**src/rtl/alu_seq_ctrl_if.sv**
```systemverilog
// Host-side bus for alu_seq_ctrl: instruction handshake
// plus register-file load port.
interface alu_seq_ctrl_if;
  logic       instr_valid;
  logic [8:0] instr;
  logic       instr_ready;
  logic       ld_en;
  logic [1:0] ld_addr;
  logic [7:0] ld_data;

  modport master (
    output instr_valid,
    output instr,
    input  instr_ready,
    output ld_en,
    output ld_addr,
    output ld_data
  );

  modport slave (
    input  instr_valid,
    input  instr,
    output instr_ready,
    input  ld_en,
    input  ld_addr,
    input  ld_data
  );
endinterface

```
**src/rtl/alu_seq_ctrl.sv**
```systemverilog
// Four-state sequencer driving an external 8-bit ALU
// from a 4 x 8 register file (IDLE/READ/EXEC/WRITE).
module alu_seq_ctrl (
  input  logic                 clk,
  input  logic                 rst,
  alu_seq_ctrl_if.slave        bus,
  output logic [7:0]           alu_op1,
  output logic [7:0]           alu_op2,
  output logic [2:0]           alu_sel,
  input  logic [7:0]           alu_out,
  input  logic                 alu_co,
  output logic                 done,
  output logic [7:0]           result,
  output logic                 carry,
  output logic                 busy,
  output logic [7:0]           instr_cnt
);

  typedef enum logic [1:0] {
    IDLE,
    READ,
    EXEC,
    WRITE
  } state_t;

  state_t     state;
  logic [7:0] rf [4];
  logic [8:0] ir;
  logic [7:0] cap_res;
  logic       cap_co;
  logic [7:0] last_res;

  assign bus.instr_ready = (state == IDLE) && !rst;
  assign busy = (state != IDLE);
  // result tracks the captured value while done, else the last write-back
  assign result = done ? cap_res : last_res;

  always_ff @(posedge clk) begin
    if (rst) begin
      state     <= IDLE;
      for (int i = 0; i < 4; i++) rf[i] <= '0;
      ir        <= '0;
      alu_op1   <= '0;
      alu_op2   <= '0;
      alu_sel   <= '0;
      cap_res   <= '0;
      cap_co    <= 1'b0;
      last_res  <= '0;
      carry     <= 1'b0;
      instr_cnt <= '0;
      done      <= 1'b0;
    end else begin
      case (state)
        IDLE: begin
          if (bus.ld_en)
            rf[bus.ld_addr] <= bus.ld_data;
          if (bus.instr_valid) begin
            ir    <= bus.instr;
            state <= READ;
          end
        end
        READ: begin
          alu_op1 <= rf[ir[3:2]];
          alu_op2 <= rf[ir[1:0]];
          alu_sel <= ir[8:6];
          state   <= EXEC;
        end
        EXEC: begin
          cap_res <= alu_out;
          cap_co  <= alu_co;
          done    <= 1'b1;
          state   <= WRITE;
        end
        WRITE: begin
          rf[ir[5:4]] <= cap_res;
          last_res    <= cap_res;
          carry       <= cap_co;
          instr_cnt   <= instr_cnt + 8'd1;
          done        <= 1'b0;
          state       <= IDLE;
        end
        default: state <= IDLE;
      endcase
    end
  end

endmodule

```
**src/flat_wrapper.sv**
```systemverilog
// flat-port wrapper written by rule: the top's interface ports become plain ports
module alu_seq_ctrl_flat 
  (clk, rst, alu_op1, alu_op2, alu_sel, alu_out, alu_co, done, result, carry, busy, instr_cnt, bus_instr_valid, bus_instr, bus_instr_ready, bus_ld_en, bus_ld_addr, bus_ld_data);
  alu_seq_ctrl_if bus_i ();
  input  logic clk;
  input  logic rst;
  output logic [7:0] alu_op1;
  output logic [7:0] alu_op2;
  output logic [2:0] alu_sel;
  input  logic [7:0] alu_out;
  input  logic alu_co;
  output logic done;
  output logic [7:0] result;
  output logic carry;
  output logic busy;
  output logic [7:0] instr_cnt;
  input wire logic [$bits(bus_i.instr_valid)-1:0] bus_instr_valid;
  input wire logic [$bits(bus_i.instr)-1:0] bus_instr;
  output wire logic [$bits(bus_i.instr_ready)-1:0] bus_instr_ready;
  input wire logic [$bits(bus_i.ld_en)-1:0] bus_ld_en;
  input wire logic [$bits(bus_i.ld_addr)-1:0] bus_ld_addr;
  input wire logic [$bits(bus_i.ld_data)-1:0] bus_ld_data;
  assign bus_i.instr_valid = bus_instr_valid;
  assign bus_i.instr = bus_instr;
  assign bus_instr_ready = bus_i.instr_ready;
  assign bus_i.ld_en = bus_ld_en;
  assign bus_i.ld_addr = bus_ld_addr;
  assign bus_i.ld_data = bus_ld_data;
  alu_seq_ctrl u_core (.clk(clk), .rst(rst), .bus(bus_i), .alu_op1(alu_op1), .alu_op2(alu_op2), .alu_sel(alu_sel), .alu_out(alu_out), .alu_co(alu_co), .done(done), .result(result), .carry(carry), .busy(busy), .instr_cnt(instr_cnt));
endmodule
```
**config.mk**
```make
export PLATFORM = sky130hd
export DESIGN_NAME = alu_seq_ctrl_flat
export DESIGN_NICKNAME = d
export VERILOG_FILES = /design/src/rtl/alu_seq_ctrl_if.sv /design/src/rtl/alu_seq_ctrl.sv /design/src/flat_wrapper.sv
export SDC_FILE = /design/constraint.sdc
export NUM_CORES = 1
export LEC_CHECK = 0
export CORE_UTILIZATION = 45
export DETAILED_ROUTE_END_ITERATION = 10
export PLACE_DENSITY = 0.7
export SKIP_CTS_REPAIR_TIMING = 1
export SLEW_MARGIN = 15
export SYNTH_ARGS = -nofsm -noshare
export SYNTH_HDL_FRONTEND = slang
export SYNTH_SLANG_ARGS = --single-unit
export TNS_END_PERCENT = 100
```
**constraint.sdc**
```tcl
create_clock -name clk -period 3.3 [get_ports clk]
set_clock_uncertainty 0.1 [all_clocks]
set_input_delay 0.495 -clock clk [delete_from_list [all_inputs] [get_ports clk]]
set_output_delay 0.495 -clock clk [all_outputs]
set_load 0.02 [all_outputs]
```
==> results of run 1 <==
==> worst paths after layout <==
| check | from | end | cells past startpoint |
|---|---|---|---|
| hold / removal | u_core.ir[6]$_SDFFE_PP0P_ | u_core.ir[6]$_SDFFE_PP0P_ | 2 |
| setup / recovery | u_core.state[0]$_SDFFE_PP0P_ | bus_instr_ready | 6 |
| setup reg to reg | u_core.state[0]$_SDFFE_PP0P_ | u_core.rf[0][5]$_SDFFCE_PN0P_ | 5 |
| hold reg to reg | u_core.ir[6]$_SDFFE_PP0P_ | u_core.ir[6]$_SDFFE_PP0P_ | 2 |
==> metal layers <==
layer	wire length [microns]	global-route usage	up-vias	part of all wire
li1	-	-	1376	-
met1	3650	0.232	1338	0.46
met2	3690	0.278	72	0.47
met3	403	0.0578	11	0.051
met4	144	0.0586	0	0.018
met5	0	0	-	0
==> state kept, by name, summed over array words and instances, names as in the netlist, 2 cells and up <==
register	cells
u_core.alu_op1	8
u_core.alu_op2	8
u_core.alu_sel	3
u_core.cap_res	8
u_core.instr_cnt	8
u_core.ir	9
u_core.last_res	8
u_core.rf	32
u_core.state	2
==> per-stage QoR <==
| step | power (W) | setup WS, ns | util | hold WS (ns) | instances |
|---|---|---|---|---|---|
| after global placement | 0.00234 | 1.03 | 0.550 | 0.343 | 515 |
| after detailed placement | 0.00237 | 0.973 | 0.550 | 0.351 | 515 |
| after global routing | 0.00318 | 0.476 | 0.570 | 0.384 | 531 |
| final | 0.00302 | 0.634 | 0.570 | 0.363 | 531 |
| after floorplan | 0.00208 | 1.22 | - | 0.336 | 354 |
| after CTS | 0.00305 | 0.621 | 0.570 | 0.365 | 531 |
==> logic make-up (layout without fill, tap and decap cells) <==
group,after synthesis,count (layout),share of synthesized area
AND/OR/NAND/NOR,131,131,0.157
XOR/XNOR,4,4,0.00869
AO/OA/AOI/OAI,36,36,0.0602
multiplexers,55,55,0.192
adder cells (fa/ha/maj),6,6,0.0186
flip-flops,89,89,0.522
buffers and inverters,33,102,0.0416
==> where the power goes <==
part | total (W) | switching [W] | internal (W)
logic | 0.000912 | 0.000466 | 0.000446
registers | 0.00143 | 0.000130 | 0.00130
clock network | 0.000679 | 0.000399 | 0.000280
==> cells in the mapped netlist (8+ instances only) <==
cell type and instances:
nor2_1 63, nand2b_1 20, nand3_1 11, nand2_1 21, mux2_2 8, edfxtp_1 32, buf_2 11, inv_1 11
mux4_2 12, dfxtp_1 57, o22a_1 8, mux2i_1 31, a21oi_1 20
==> area by class of cell <==
| cell class | count | area, sq um |
|---|---|---|
| clock buffers | 9 | 124 |
| clock inverters | 7 | 53.8 |
| fillers | 752 | 3730 |
| inverters | 11 | 41.3 |
| multi-input cells | 232 | 1760 |
| flip-flops and latches | 89 | 2100 |
| well taps | 108 | 135 |
| repair buffers | 75 | 733 |
==> critical path, delay by kind of cell, from the launching register on <==
family	cells	cell delay, ns
flops	1	0.35
fa+ha+maj	1	0.27
simple gates	1	0.10
buf+inv	4	1.00
==> run_results.csv, run 1 <==
group,metric,value,unit
floorplanning,io-pin-count,71,
synth,seq_area_frac_synth,0.522,
global_routing,grt_pass1_vias,2674,
worst_hold_path,hold_path.class,"flop to flop",
cells_and_area,n_antenna_cell,0,
cells_and_area,final_nets,456,
worst_setup_path,path_cells,"inv_1 > ha_1 > buf_4 > inv_1 > nor2_1 > clkdlybuf4s50_1",
timing,period_share,0.808,
timing,slew_headroom,0.547,
drt,drc,0,
run,maxCapViolCount,0,
drt,finalWirelength,7880,microns
cells_and_area,synthToLayoutAreaGrowth,22.8,%
cells_and_area,layout_common_cells,"clkdlybuf4s50_1 (69), nor2_1 (63), dfxtp_1 (57)",
global_routing,antenna_found_initial,0,
floorplanning,die_h,96.6,microns
cells_and_area,layout-drive-gt1-share,0.116,
drt,ant_nets,0,
clock_tree,clock_sinks,89,
global_routing,grt_pass1_wl,13200,microns
floorplanning,die-area,9340,sq um
worst_setup_path,critPathKind,"flop to primary output",
drt,avgViaCountPerCell,5.27,
drt,first_pass_iters,4,
clock_tree,clock_latency,0.35,ns
global_routing,grtUsageTotal,0.177,
clock_tree,cts_buffers,9,
clock_tree,clk_pin_slew_worst_paths,0.09,ns
worst_setup_path,arrival,2.07,ns
synth,synth_area_leaders,"dfxtp_1 (28%), edfxtp_1 (24%), mux2i_1 (7.7%)",
worst_setup_path,cp_slowest_cell,"clkdlybuf4s50_1",
timing,slew_viol_final,0,
synth,synth_edf_count,32,
placed_design,port_buffers,70,
cells_and_area,final_common_cell,"clkdlybuf4s50_1",
worst_setup_path,cp-end-kind,"primary output",
power,power_density,610,nW/um^2
synth,synth-async-reset-ratio,0,
synth,synth_cell_type_count,36,
cells_and_area,stdcell_area,4950,sq um
clock_tree,ctsLongestPathBuffers,2,
clock_tree,htreeDepth,3,
clock_tree,clockRootBuffer,"clkbuf_8",
worst_setup_path,r2r_slack,1.20,ns
synth,ys_seq_elements,89,
drt,routedWlPerCell,14.8,microns
timing,setup_tns,0,ns
timing,rsz0062_at_grt,"false",
timing,fin_crit,2.67,ns
timing,clock.fmax,0.375,GHz
global_routing,grt_max_degree,57,
synth,ys.warnings.count,0,
drt,vias,2797,
placed_design,gp_congestion,0.788,
drt,drt_iter0_drc,122,
synth,netlist_instances,354,
floorplanning,start_util,0.464,
worst_setup_path,worst_path_largest_cell_delay,0.60,ns
synth,synth_top_area_share,0.283,
placed_design,dp_hpwl,5760,microns
synth,syn_nets,392,
power,p_leak,1.81,nW
global_routing,grt-ovfl-total,0,
placed_design,placed_area,4770,sq um
power,vdd_drop_max,0.280,mV
worst_setup_path,cp_common_cell,"inv_1",
worst_setup_path,cp-start-kind,"flop",
synth,synth.avg_cell_area,11.4,sq um
synth,syn_area,4030,sq um
clock_tree,cts_tree,"built",
timing,tightest_slew,0.680,ns
synth,synth_largest_area_cell,"dfxtp_1",
floorplanning,core_area,8680,sq um
floorplanning,die_x,96.6,microns
timing,finalHoldViolations,0,
worst_setup_path,cp_max_fo,12,
worst_setup_path,worstPathRequired,2.70,ns
floorplanning,rows,34,
synth,synth_ff_type,"dfxtp_1",
status,outcome,"completed",
timing,setup_violations,0,
Power figures use the tool's default switching activity.
==> run 2, diff against run 1 <==
- PLACE_DENSITY: 0.7 -> 0.73
- clock period: 3.3 -> 2.4 ns (I/O delays scaled with it)
==> run 2 against run 1 <==
Clock-buffer cell count grew 3. Worst hold slack better by 0.0041 ns. Setup slack got worse by 0.46 ns. Critical path type unchanged. Die area stayed put. Clock power is 35% higher. Routed wire length shrank 1.4%. Power up 38%. Largest power group unchanged. Critical endpoint is now busy. Highest routed layer unchanged. Sequential share of layout area fell by 0.29 points. First-iteration DRC count down 29%.
==> run_results.csv, run 2 (synthesized netlist as in run 1, its figures left out) <==
group,metric,value,unit
power,vdd_drop_max,0.353,mV
floorplanning,io-pin-count,71,
placed_design,port_buffers,70,
power,power_density,834,nW/um^2
placed_design,preCtsSetupSlack,0.303,ns
worst_setup_path,path_buf_inv,3,
cells_and_area,n_antenna_cell,0,
global_routing,grtUsageTotal,0.172,
drt,ant_nets,0,
global_routing,grt-ovfl-total,0,
floorplanning,die-area,9340,sq um
cells_and_area,final_common_cell,"clkdlybuf4s50_1",
power,swShare,0.320,
power,p_leak,1.85,nW
global_routing,grt_pass1_wl,12900,microns
clock_tree,clockRootBuffer,"clkbuf_8",
worst_setup_path,worstPathRequired,1.94,ns
cells_and_area,regMostFlops,"u_core.rf",
clock_tree,cts_buffers,9,
clock_tree,htreeDepth,3,
worst_setup_path,cp-end-kind,"primary output",
drt,finalWirelength,7770,microns
drt,routedWlPerCell,14.5,microns
timing,clock.fmax,0.450,GHz
cells_and_area,largest_reg_flops,32,
worst_setup_path,cp_max_fo,7,
global_routing,antenna_found_initial,0,
worst_setup_path,worst_path_largest_cell_delay,0.60,ns
clock_tree,clk_pin_slew_worst_paths,0.09,ns
timing,fin_crit,2.22,ns
floorplanning,start_util,0.464,
worst_setup_path,cp-start-kind,"flop",
cells_and_area,stdcell_count,536,
timing,period_share,0.927,
power,power_frac_seq,0.473,
worst_setup_path,r2r_slack,0.40,ns
worst_hold_path,min_from,"u_core.ir[6]$_SDFFE_PP0P_",
worst_setup_path,worstRegToRegCells,5,
placed_design,dp.cells,520,
drt,avgViaCountPerCell,5.25,
power,p_comb_frac,0.306,
worst_hold_path,min_path_cells,2,
timing,slew_viol_final,0,
worst_hold_path,hold_path.class,"flop to flop",
worst_setup_path,r2r-start,"u_core.state[0]$_SDFFE_PP0P_",
worst_setup_path,cp.depth,4,
drt,vias,2816,
clock_tree,clock_sinks,89,
placed_design,gp_congestion,0.814,
worst_setup_path,critical_path.top_delay_family,"buffers and inverters",
worst_setup_path,r2r-end,"u_core.rf[1][0]$_SDFFCE_PN0P_",
clock_tree,clock_latency,0.35,ns
global_routing,grt_pass1_vias,2708,
cells_and_area,synthToLayoutAreaGrowth,23.8,%
power,clockPowerShare,0.220,
drt,drc,0,
worst_setup_path,arrival,1.76,ns
global_routing,grt_max_degree,48,
floorplanning,die_x,96.6,microns
timing,rsz0062_at_grt,"false",
floorplanning,core_area,8680,sq um
timing,finalHoldViolations,0,
status,outcome,"completed",
drt,drt_iter0_drc,87,
floorplanning,die_h,96.6,microns
power,p_total,0.00416,W
cells_and_area,layout_common_cells,"clkdlybuf4s50_1 (68), nor2_1 (63), dfxtp_1 (56)",
drt,first_pass_iters,4,
worst_setup_path,cp_slowest_cell,"clkdlybuf4s50_1",
cells_and_area,final_nets,461,
worst_setup_path,critPathKind,"flop to primary output",
run,maxCapViolCount,0,
worst_hold_path,min_to,"u_core.ir[6]$_SDFFE_PP0P_",
cells_and_area,layout-drive-gt1-share,0.129,
clock_tree,cts_tree,"built",
timing,slew_headroom,0.576,
worst_setup_path,path_cells,"inv_1 > ha_2 > inv_1 > clkdlybuf4s50_1",
timing,tightest_slew,0.636,ns
power,p_int,0.00283,W
power,switching_power,0.00133,W
placed_design,dp_hpwl,5750,microns
clock_tree,ctsLongestPathBuffers,2,
cells_and_area,largest_registers,"u_core.rf: 32 flops, u_core.ir: 9 flops",
worst_setup_path,cp_common_cell,"inv_1",
timing,layout_setup_ws,0.175,ns
timing,setup_violations,0,
floorplanning,rows,34,
## run 2: area by class of cell
class	instances	area, sq um
Clock buffer	12	145
Clock inverter	4	26.3
Fill cell	770	3690
Inverter	11	41.3
Multi-Input combinational cell	232	1760
Sequential cell	89	2100
Tap cell	108	135
Timing Repair Buffer	80	773
## run 2: worst max path at each step
stage                                     to                         start
6_report                                busy  u_core.state[0]$_SDFFE_PP0P_
5_1_grt                                 busy  u_core.state[1]$_SDFFE_PP0P_
4_1_cts                      bus_instr_ready  u_core.state[0]$_SDFFE_PP0P_
3_5_place_dp   u_core.rf[0][4]$_SDFFCE_PN0P_                     bus_ld_en
3_3_place_gp   u_core.rf[0][3]$_SDFFCE_PN0P_                     bus_ld_en
2_1_floorplan                bus_instr_ready  u_core.state[0]$_SDFFE_PP0P_
## run 2: metrics by stage
step / util / hold WS (ns) / TNS (ns) / area, sq um
2_1_floorplan: - / 0.336 / 0 / 4030
3_3_place_gp: 0.554 / 0.347 / 0 / 4810
3_5_place_dp: 0.554 / 0.355 / 0 / 4810
4_1_cts: 0.574 / 0.366 / -0.0360 / 4980
5_1_grt: 0.575 / 0.389 / 0 / 4990
6_report: 0.575 / 0.367 / 0 / 4990
## run 2: worst register-to-register path, delay by kind of cell (launching register included)
family          cells  cell delay (ns)
simple gates        2             0.51
fa+ha+maj           1             0.31
flops               1             0.39
buf+inv             1             0.32
compound gates      1             0.07
## run 2: power by group through the flow
| stage | registers, W | logic, W | clock network (W) |
|---|---|---|---|
| after floorplan | 0.00199 | 0.000878 | 0 |
| after global placement | 0.00199 | 0.00125 | 0 |
| after detailed placement | 0.00200 | 0.00128 | 0 |
| after CTS | 0.00197 | 0.00129 | 0.000947 |
| after global routing | 0.00200 | 0.00139 | 0.00100 |
| final | 0.00197 | 0.00127 | 0.000917 |
## run 2: per-layer routing
metal	global-route usage	share of wire	up-vias
li1	-	-	1388
met1	0.226	0.47	1339
met2	0.280	0.47	77
met3	0.0318	0.046	12
met4	0.0723	0.016	0
met5	0	0	-
==> run 3, diff against run 2 <==
==> constraint.sdc (replaced) <==
create_clock -name clk -period 2.4 [get_ports clk]
set_clock_uncertainty 0.1 [all_clocks]
set_input_delay 0.48 -clock clk [delete_from_list [all_inputs] [get_ports clk]]
set_output_delay 0.48 -clock clk [all_outputs]
set_load 0.02 [all_outputs]
==> run 3 against run 2 <==
Sequential share of layout area is 0.11 points lower. Register-to-register slack better by 0.05 ns. Power is 0.53% higher. Non-clock buffer count is 2 lower. Sequential power hardly changed. Clock power is 2.8% higher. Worst hold slack worse by 0.0092 ns. Core utilization is 0.14 points higher. Fmax is 3.1% lower. Critical endpoint is now result[4].
==> run_results.csv, run 3 (synthesized netlist as in run 1, its figures left out) <==
group,metric,value,unit
floorplanning,io-pin-count,71,
timing,rsz0062_at_grt,"false",
worst_setup_path,arrival,1.72,ns
drt,ant_nets,0,
global_routing,grt-ovfl-total,0,
worst_setup_path,cp-start-kind,"flop",
global_routing,antenna_found_initial,0,
clock_tree,cts_buffers,9,
cells_and_area,layout_common_cells,"clkdlybuf4s50_1 (67), nor2_1 (63), dfxtp_1 (56)",
worst_setup_path,cp_max_fo,10,
timing,finalHoldViolations,0,
drt,avgViaCountPerCell,5.17,
placed_design,preCtsSetupSlack,0.185,ns
worst_setup_path,critPathKind,"flop to primary output",
cells_and_area,synthToLayoutAreaGrowth,24.1,%
cells_and_area,stdcell_count,533,
power,p_leak,1.87,nW
timing,tightest_slew,0.633,ns
clock_tree,clockRootBuffer,"clkbuf_8",
power,power_frac_seq,0.470,
timing,fin_crit,2.30,ns
clock_tree,cts_tree,"built",
drt,first_pass_iters,4,
placed_design,dp.cells,518,
global_routing,grtUsageTotal,0.169,
timing,slew_headroom,0.578,
global_routing,grt_pass1_wl,12700,microns
power,clockPowerShare,0.226,
cells_and_area,layout-drive-gt1-share,0.127,
drt,routedWlPerCell,14.2,microns
worst_setup_path,worstPathRequired,1.82,ns
global_routing,grt_pass1_vias,2616,
drt,vias,2753,
floorplanning,core_area,8680,sq um
clock_tree,clk_pin_slew_worst_paths,0.08,ns
clock_tree,ctsLongestPathBuffers,2,
power,swShare,0.310,
timing,clock.fmax,0.436,GHz
clock_tree,htreeDepth,3,
timing,setup_violations,0,
floorplanning,die-area,9340,sq um
drt,finalWirelength,7550,microns
power,vdd_drop_max,0.429,mV
drt,wl_met3,369,microns
clock_tree,clock_sinks,89,
placed_design,gp_congestion,0.784,
floorplanning,die_x,96.6,microns
placed_design,placed_area,4810,sq um
cells_and_area,final_nets,459,
cells_and_area,regMostFlops,"u_core.rf",
timing,period_share,0.956,
cells_and_area,final_common_cell,"clkdlybuf4s50_1",
clock_tree,clock_latency,0.35,ns
floorplanning,rows,34,
floorplanning,start_util,0.464,
drt,wl_met1,3610,microns
power,p_total,0.00418,W
power,p_comb_frac,0.304,
placed_design,dp_hpwl,5580,microns
floorplanning,die_h,96.6,microns
timing,layout_setup_ws,0.105,ns
cells_and_area,n_antenna_cell,0,
cells_and_area,largest_registers,"u_core.rf: 32 flops, u_core.ir: 9 flops",
drt,drc,0,
run,maxCapViolCount,0,
worst_hold_path,hold_path.class,"flop to flop",
timing,slew_viol_final,0,
power,power_density,836,nW/um^2
drt,drt_iter0_drc,105,
placed_design,port_buffers,70,
worst_setup_path,cp-end-kind,"primary output",
power,switching_power,0.00130,W
cells_and_area,stdcell_area,5000,sq um
drt,dr_wl_met2,3470,microns
cells_and_area,postLayoutCoreUtil,0.576,
global_routing,grt_max_degree,78,
cells_and_area,largest_reg_flops,32,
drt,top_layer_used,"met4",
status,outcome,"completed",
power,p_int,0.00288,W
-- run 3: cell types whose count changed in the layout (fill, tap and decap cells not counted), sizes merged --
cell,delta
buf,-2
clkbuf,+1
clkdlybuf4s50,-1
clkinv,-1
dlymetal6s2s,+1
inv,-1
-- run 3: power by group through the flow --
stage,Clock (W),Combinational [W],Sequential [W]
2_1_floorplan,0,0.000878,0.00199
3_3_place_gp,0,0.00125,0.00199
3_5_place_dp,0,0.00128,0.00200
4_1_cts,0.000968,0.00128,0.00197
5_1_grt,0.00103,0.00138,0.00200
6_report,0.000943,0.00127,0.00197
-- run 3: final cells by class --
type | count | area, sq um
fill | 766 | 3680
sequential | 89 | 2100
multi-input combinational | 232 | 1760
timing repair buffer | 78 | 773
clock buffer | 13 | 173
tap | 108 | 135
inverter | 11 | 41.3
clock inverter | 2 | 11.3
-- run 3: metal layers --
layer  track usage  up-vias
met3        0.0477        9
met2         0.260       68
met1         0.229     1294
li1              -     1382
met4        0.0574        0
met5             0        -
-- run 3: worst paths after layout --
path	slack [ns]	endpoint	from	cells past startpoint
max reg2reg	0.45	u_core.rf[0][2]$_SDFFCE_PN0P_	u_core.state[1]$_SDFFE_PP0P_	4
min reg2reg	0.36	u_core.ir[6]$_SDFFE_PP0P_	u_core.ir[6]$_SDFFE_PP0P_	2
min	0.36	u_core.ir[6]$_SDFFE_PP0P_	u_core.ir[6]$_SDFFE_PP0P_	2
max	0.10	result[4]	u_core.done$_SDFFE_PP0P_	2
-- run 3: metrics by stage --
| step | hold WS [ns] | TNS, ns |
|---|---|---|
| finish | 0.358 | 0 |
| global route | 0.398 | 0 |
| CTS | 0.358 | -0.727 |
| detailed placement | 0.349 | 0 |
| global placement | 0.345 | 0 |
| floorplan | 0.336 | 0 |
-- run 3: worst max-delay path: stages, from the launching register on --
cell	delay (ns)
dfxtp_2	0.47
mux2_2	0.37
clkdlybuf4s50_1	0.53
==> patch 1: new RTL, flow settings as in run 1 <==
Re-encode `state_t` (4 states) as one-hot, 4 bits wide.
--- a/src/rtl/alu_seq_ctrl.sv
+++ b/src/rtl/alu_seq_ctrl.sv
@@ -16,11 +16,11 @@
   output logic [7:0]           instr_cnt
 );
 
-  typedef enum logic [1:0] {
-    IDLE,
-    READ,
-    EXEC,
-    WRITE
+  typedef enum logic [3:0] {
+    IDLE  = 4'b0001,
+    READ  = 4'b0010,
+    EXEC  = 4'b0100,
+    WRITE = 4'b1000
   } state_t;
 
   state_t     state;
Function: same outputs for any inputs over 4 cycles, from zero or initial values and one cycle with rst high; so few cycles prove little.
==> patch 1 against run 1 <==
Area after synthesis fell by 2.0%; first-iteration DRC count up 41%; worst setup slack worse by 0.0084 ns; synthesized cell count increased by 5.9%; cell count rose by 2.6%; die area shrank 2.0%; wire length grew 9.5%; sequential share of layout area rose by 1.4 points; fmax is 0.31% lower; sequential cell count rose by 2; critical path depth shrank 2; design area shrank 1.4%.
Power is not compared: it rests on default switching activity, and its combinational part moved more than twofold at a synthesized area within 25%.
==> patch 1: results (changes against run 1) <==
| Metric | Value |
|---|---|
| First-pass GRT wire length | 14000 um (+5.8%) |
| Setup crit end kind | flip-flop |
| Delay-heaviest family, CP | simple AND/OR/NAND/NOR gates |
| Vias post-DR | 2904 (+3.8%) |
| Detailed Route Iter0 Violations | 172 (+41%) |
| Hpwl dp | 6210 um (+7.9%) |
| Syn_nets | 408 (+4.1%) |
| Worst slew margin | 34.1% (-21 points) |
| Vias per cell | 5.33 (+1.2%) |
| Grt met3 use | 4.39% (-1.4 points) |
| Seq/Total Area, Yosys | 54.3% (+2.1 points) |
| Cells on worst reg2reg path | 4 (-1) |
| Crit path max fanout | 18 (+6) |
| Hold path startpoint | u_core.alu_sel[2] |
| Max Clk Rate | 374 MHz (-0.31%) |
| GRT Total Usage | 20.8% (+3.1 points) |
| Dpl cells | 529 (+2.7%) |
| Wire length on met2 | 4080 um (+11%) |
| CP max-delay cell | or4b_1 |
| Nets | 468 (+2.6%) |
| Post-synth top cells | nand2_1 (79), dfxtp_1 (59), nor2_1 (46), a21oi_1 (40), edfxtp_1 (32) |
| CP max stage delay | 0.84 ns (+0.24 ns) |
| Largest net degree at the start of global routing | 69 (+21%) |
| Dpl ws | 0.649 ns (-0.324 ns) |
| Hold Slack | 0.357 ns (-0.00623 ns) |
| Status | completed |
| R2r startpoint | u_core.state[3] |
| Routability congestion estimate from global placement | 0.791 (+0.36%) |
| Multi-input logic area | 1660 um2 (-5.9%) |
| Cells after Synth | 375 (+5.9%) |
| Aggregate routed wire length | 8640 um (+9.5%) |
| M1 wire length | 4020 um (+10%) |
| Yosys cell types | 38 (+5.6%) |
| Fill cells | 718 (-4.5%) |
| Hold Crit Endpoint | u_core.alu_sel[2] |
| R2R setup slack | 0.63 ns (-0.57 ns) |
patch 1: cell count changes after synthesis, sizes merged, moves of 5 or more:
cell and change:
nand2 +58, mux2i -22, a21oi +20, nand2b -17, nor2 -16, nand3 -10
a22oi +9, clkbuf +9, o22a -8, buf -6, ha -5, nor3 +5
patch 1: layout make-up:
| cell class | instances | share of cell area, % |
|---|---|---|
| inverter | 10 | 0.769 |
| sequential | 91 | 43.9 |
| clock buffer | 13 | 3.51 |
| clock inverter | 3 | 0.359 |
| timing repair buffer | 74 | 14.9 |
| tap | 105 | 2.69 |
| multi-input combinational | 249 | 33.9 |
patch 1: cells by family (layout without fill, tap and decap cells):
group                    after synthesis  after routing  synth area share [%]
AND/OR/NAND/NOR                      153            153                  17.6
flip-flops                            91             91                  54.3
AO/OA/AOI/OAI                         56             56                  9.03
buffers and inverters                 35            100                  3.77
multiplexers                          33             33                  13.7
XOR/XNOR                               6              6                  1.33
adder cells (fa/ha/maj)                1              1                 0.317
==> patch 2: new RTL, settings of run 1 <==
Made on the original files. Make the reset (`rst`) asynchronous in one clocked block.
--- a/src/rtl/alu_seq_ctrl.sv
+++ b/src/rtl/alu_seq_ctrl.sv
@@ -35,7 +35,7 @@
   // result tracks the captured value while done, else the last write-back
   assign result = done ? cap_res : last_res;
 
-  always_ff @(posedge clk) begin
+  always_ff @(posedge clk or posedge rst) begin
     if (rst) begin
       state     <= IDLE;
       for (int i = 0; i < 4; i++) rf[i] <= '0;
Function: differs if rst is asserted again (counterexample within 4 cycles, from zero or initial values and one cycle with rst high); with rst held inactive, the same outputs for 4 cycles.
==> patch 2 against run 1 <==
The run now ends with DRC left; area after synthesis rose by 8.8%; wire length rose by 17%; global-route usage rose by 2.6 points; design area rose by 10%; sequential cell count did not move; worst setup slack improved by 0.041 ns; critical path depth fell by 1; critical endpoint unchanged.
Power is not compared: it rests on default switching activity, and its combinational part moved more than twofold at a synthesized area within 25%.
==> patch 2: results (changes against run 1) <==
| Metric | Value |
|---|---|
| Hpwl dp | 6420 um (+12%) |
| Vias post-DR | 2895 (+3.5%) |
| Worst slew margin | 39.1% (-16 points) |
| Yosys cell types | 32 (-11%) |
| Seq/Total Area, Yosys | 50.8% (-1.3 points) |
| Detailed Route Iter0 Violations | 111 (-9.0%) |
| Hold Path Cell Cnt | 1 (-1) |
| Nets | 406 (-11%) |
| Ys async rst share | 100% (+100 points) |
| Hold path startpoint | u_core.instr_cnt[7] |
| Synth top area cells | dfrtp_1 (51%), mux2_2 (22%), mux4_2 (8.2%) |
| Layout cells sized above 1 | 34.9% (+23 points) |
| Largest net degree at the start of global routing | 51 (-11%) |
| Hold Crit Endpoint | u_core.instr_cnt[7] |
| R2r startpoint | u_core.state[0] |
| DRC viols | 2 (+2) |
| R2R setup slack | 1.00 ns (-0.20 ns) |
| Maximum VDD drop | 0.478 mV |
| Dpl cells | 487 (-5.4%) |
| Primary FF master, synth | dfrtp_1 |
| Cells on worst reg2reg path | 4 (-1) |
| GRT Total Usage | 20.3% (+2.6 points) |
| Pre-antenna DRT Iters | 7 (+3) |
| Post-Layout Cell Count | 502 (-5.5%) |
| Routability congestion estimate from global placement | 0.789 (+0.10%) |
| Failing checks | DRC |
| Avg WL per Cell | 18.5 um (+24%) |
| First-pass GRT wire length | 15500 um (+17%) |
| Crit path max fanout | 6 (-6) |
| CP arrival | 2.03 ns (-0.04 ns) |
| Status | finished, violations left |
| Number of global-route vias before repair | 2953 (+10%) |
| Post-synth top cells | dfrtp_1 (89), mux2_2 (87), a32o_1 (28), mux4_2 (16), clkbuf_1 (13) |
-- patch 2: layout make-up --
cell class	count	area, um2
clock inverter	5	104
sequential	89	2230
multi-input combinational	188	2050
clock buffer	10	138
timing repair buffer	75	751
fill	781	3870
tap	129	161
inverter	6	23.8
-- patch 2: cells by family after synthesis --
kind of cell | count (synthesis) | synth area share (%)
compound gates | 40 | 8.74
buf+inv | 27 | 2.51
xor+xnor | 7 | 1.40
flops | 89 | 50.8
simple gates | 32 | 4.23
mux | 104 | 30.9
fa+ha+maj | 5 | 1.43
-- patch 2: stage by stage --
| step | worst slack, ns | util, % |
|---|---|---|
| floorplan | 0.398 | - |
| global placement | 0.873 | 55.9 |
| detailed placement | 0.831 | 55.9 |
| CTS | 0.656 | 58.5 |
| global route | 0.570 | 58.5 |
| finish | 0.675 | 58.5 |
-- patch 2: routing by layer --
layer / routed length (um) / vias to the layer above / global-route usage [%] / share of wire [%]
met5: 0 / - / 0 / 0
met3: 400 / 10 / 4.51 / 4.3
li1: - / 1298 / - / -
met2: 4690 / 74 / 32.6 / 51
met4: 100 / 0 / 6.13 / 1.1
met1: 4070 / 1513 / 27.7 / 44
-- patch 2: how the worst max path moves through the flow --
stage,to,startpoint,depth (start not counted)
floorplan,u_core.alu_op1[0],rst,1
global placement,u_core.rf[19],bus_ld_addr[0],4
detailed placement,u_core.rf[22],bus_ld_addr[0],4
CTS,bus_instr_ready,u_core.state[1],5
global route,bus_instr_ready,u_core.state[1],5
finish,bus_instr_ready,u_core.state[1],5
-- patch 2: report_power, final --
part           switching, mW  internal [mW]  leakage (nW)  total (mW)
combinational           1.02           1.35          1.02        2.37
sequential             0.512           1.55          1.14        2.06
clock                  0.380          0.520         0.122       0.900
total                   1.91           3.42          2.29        5.33
-- patch 2: critical path: cells and delay by family (launching register included) --
family	cells	cell delay [ns]
flops	1	0.40
simple gates	1	0.13
buf+inv	3	0.87
fa+ha+maj	1	0.28
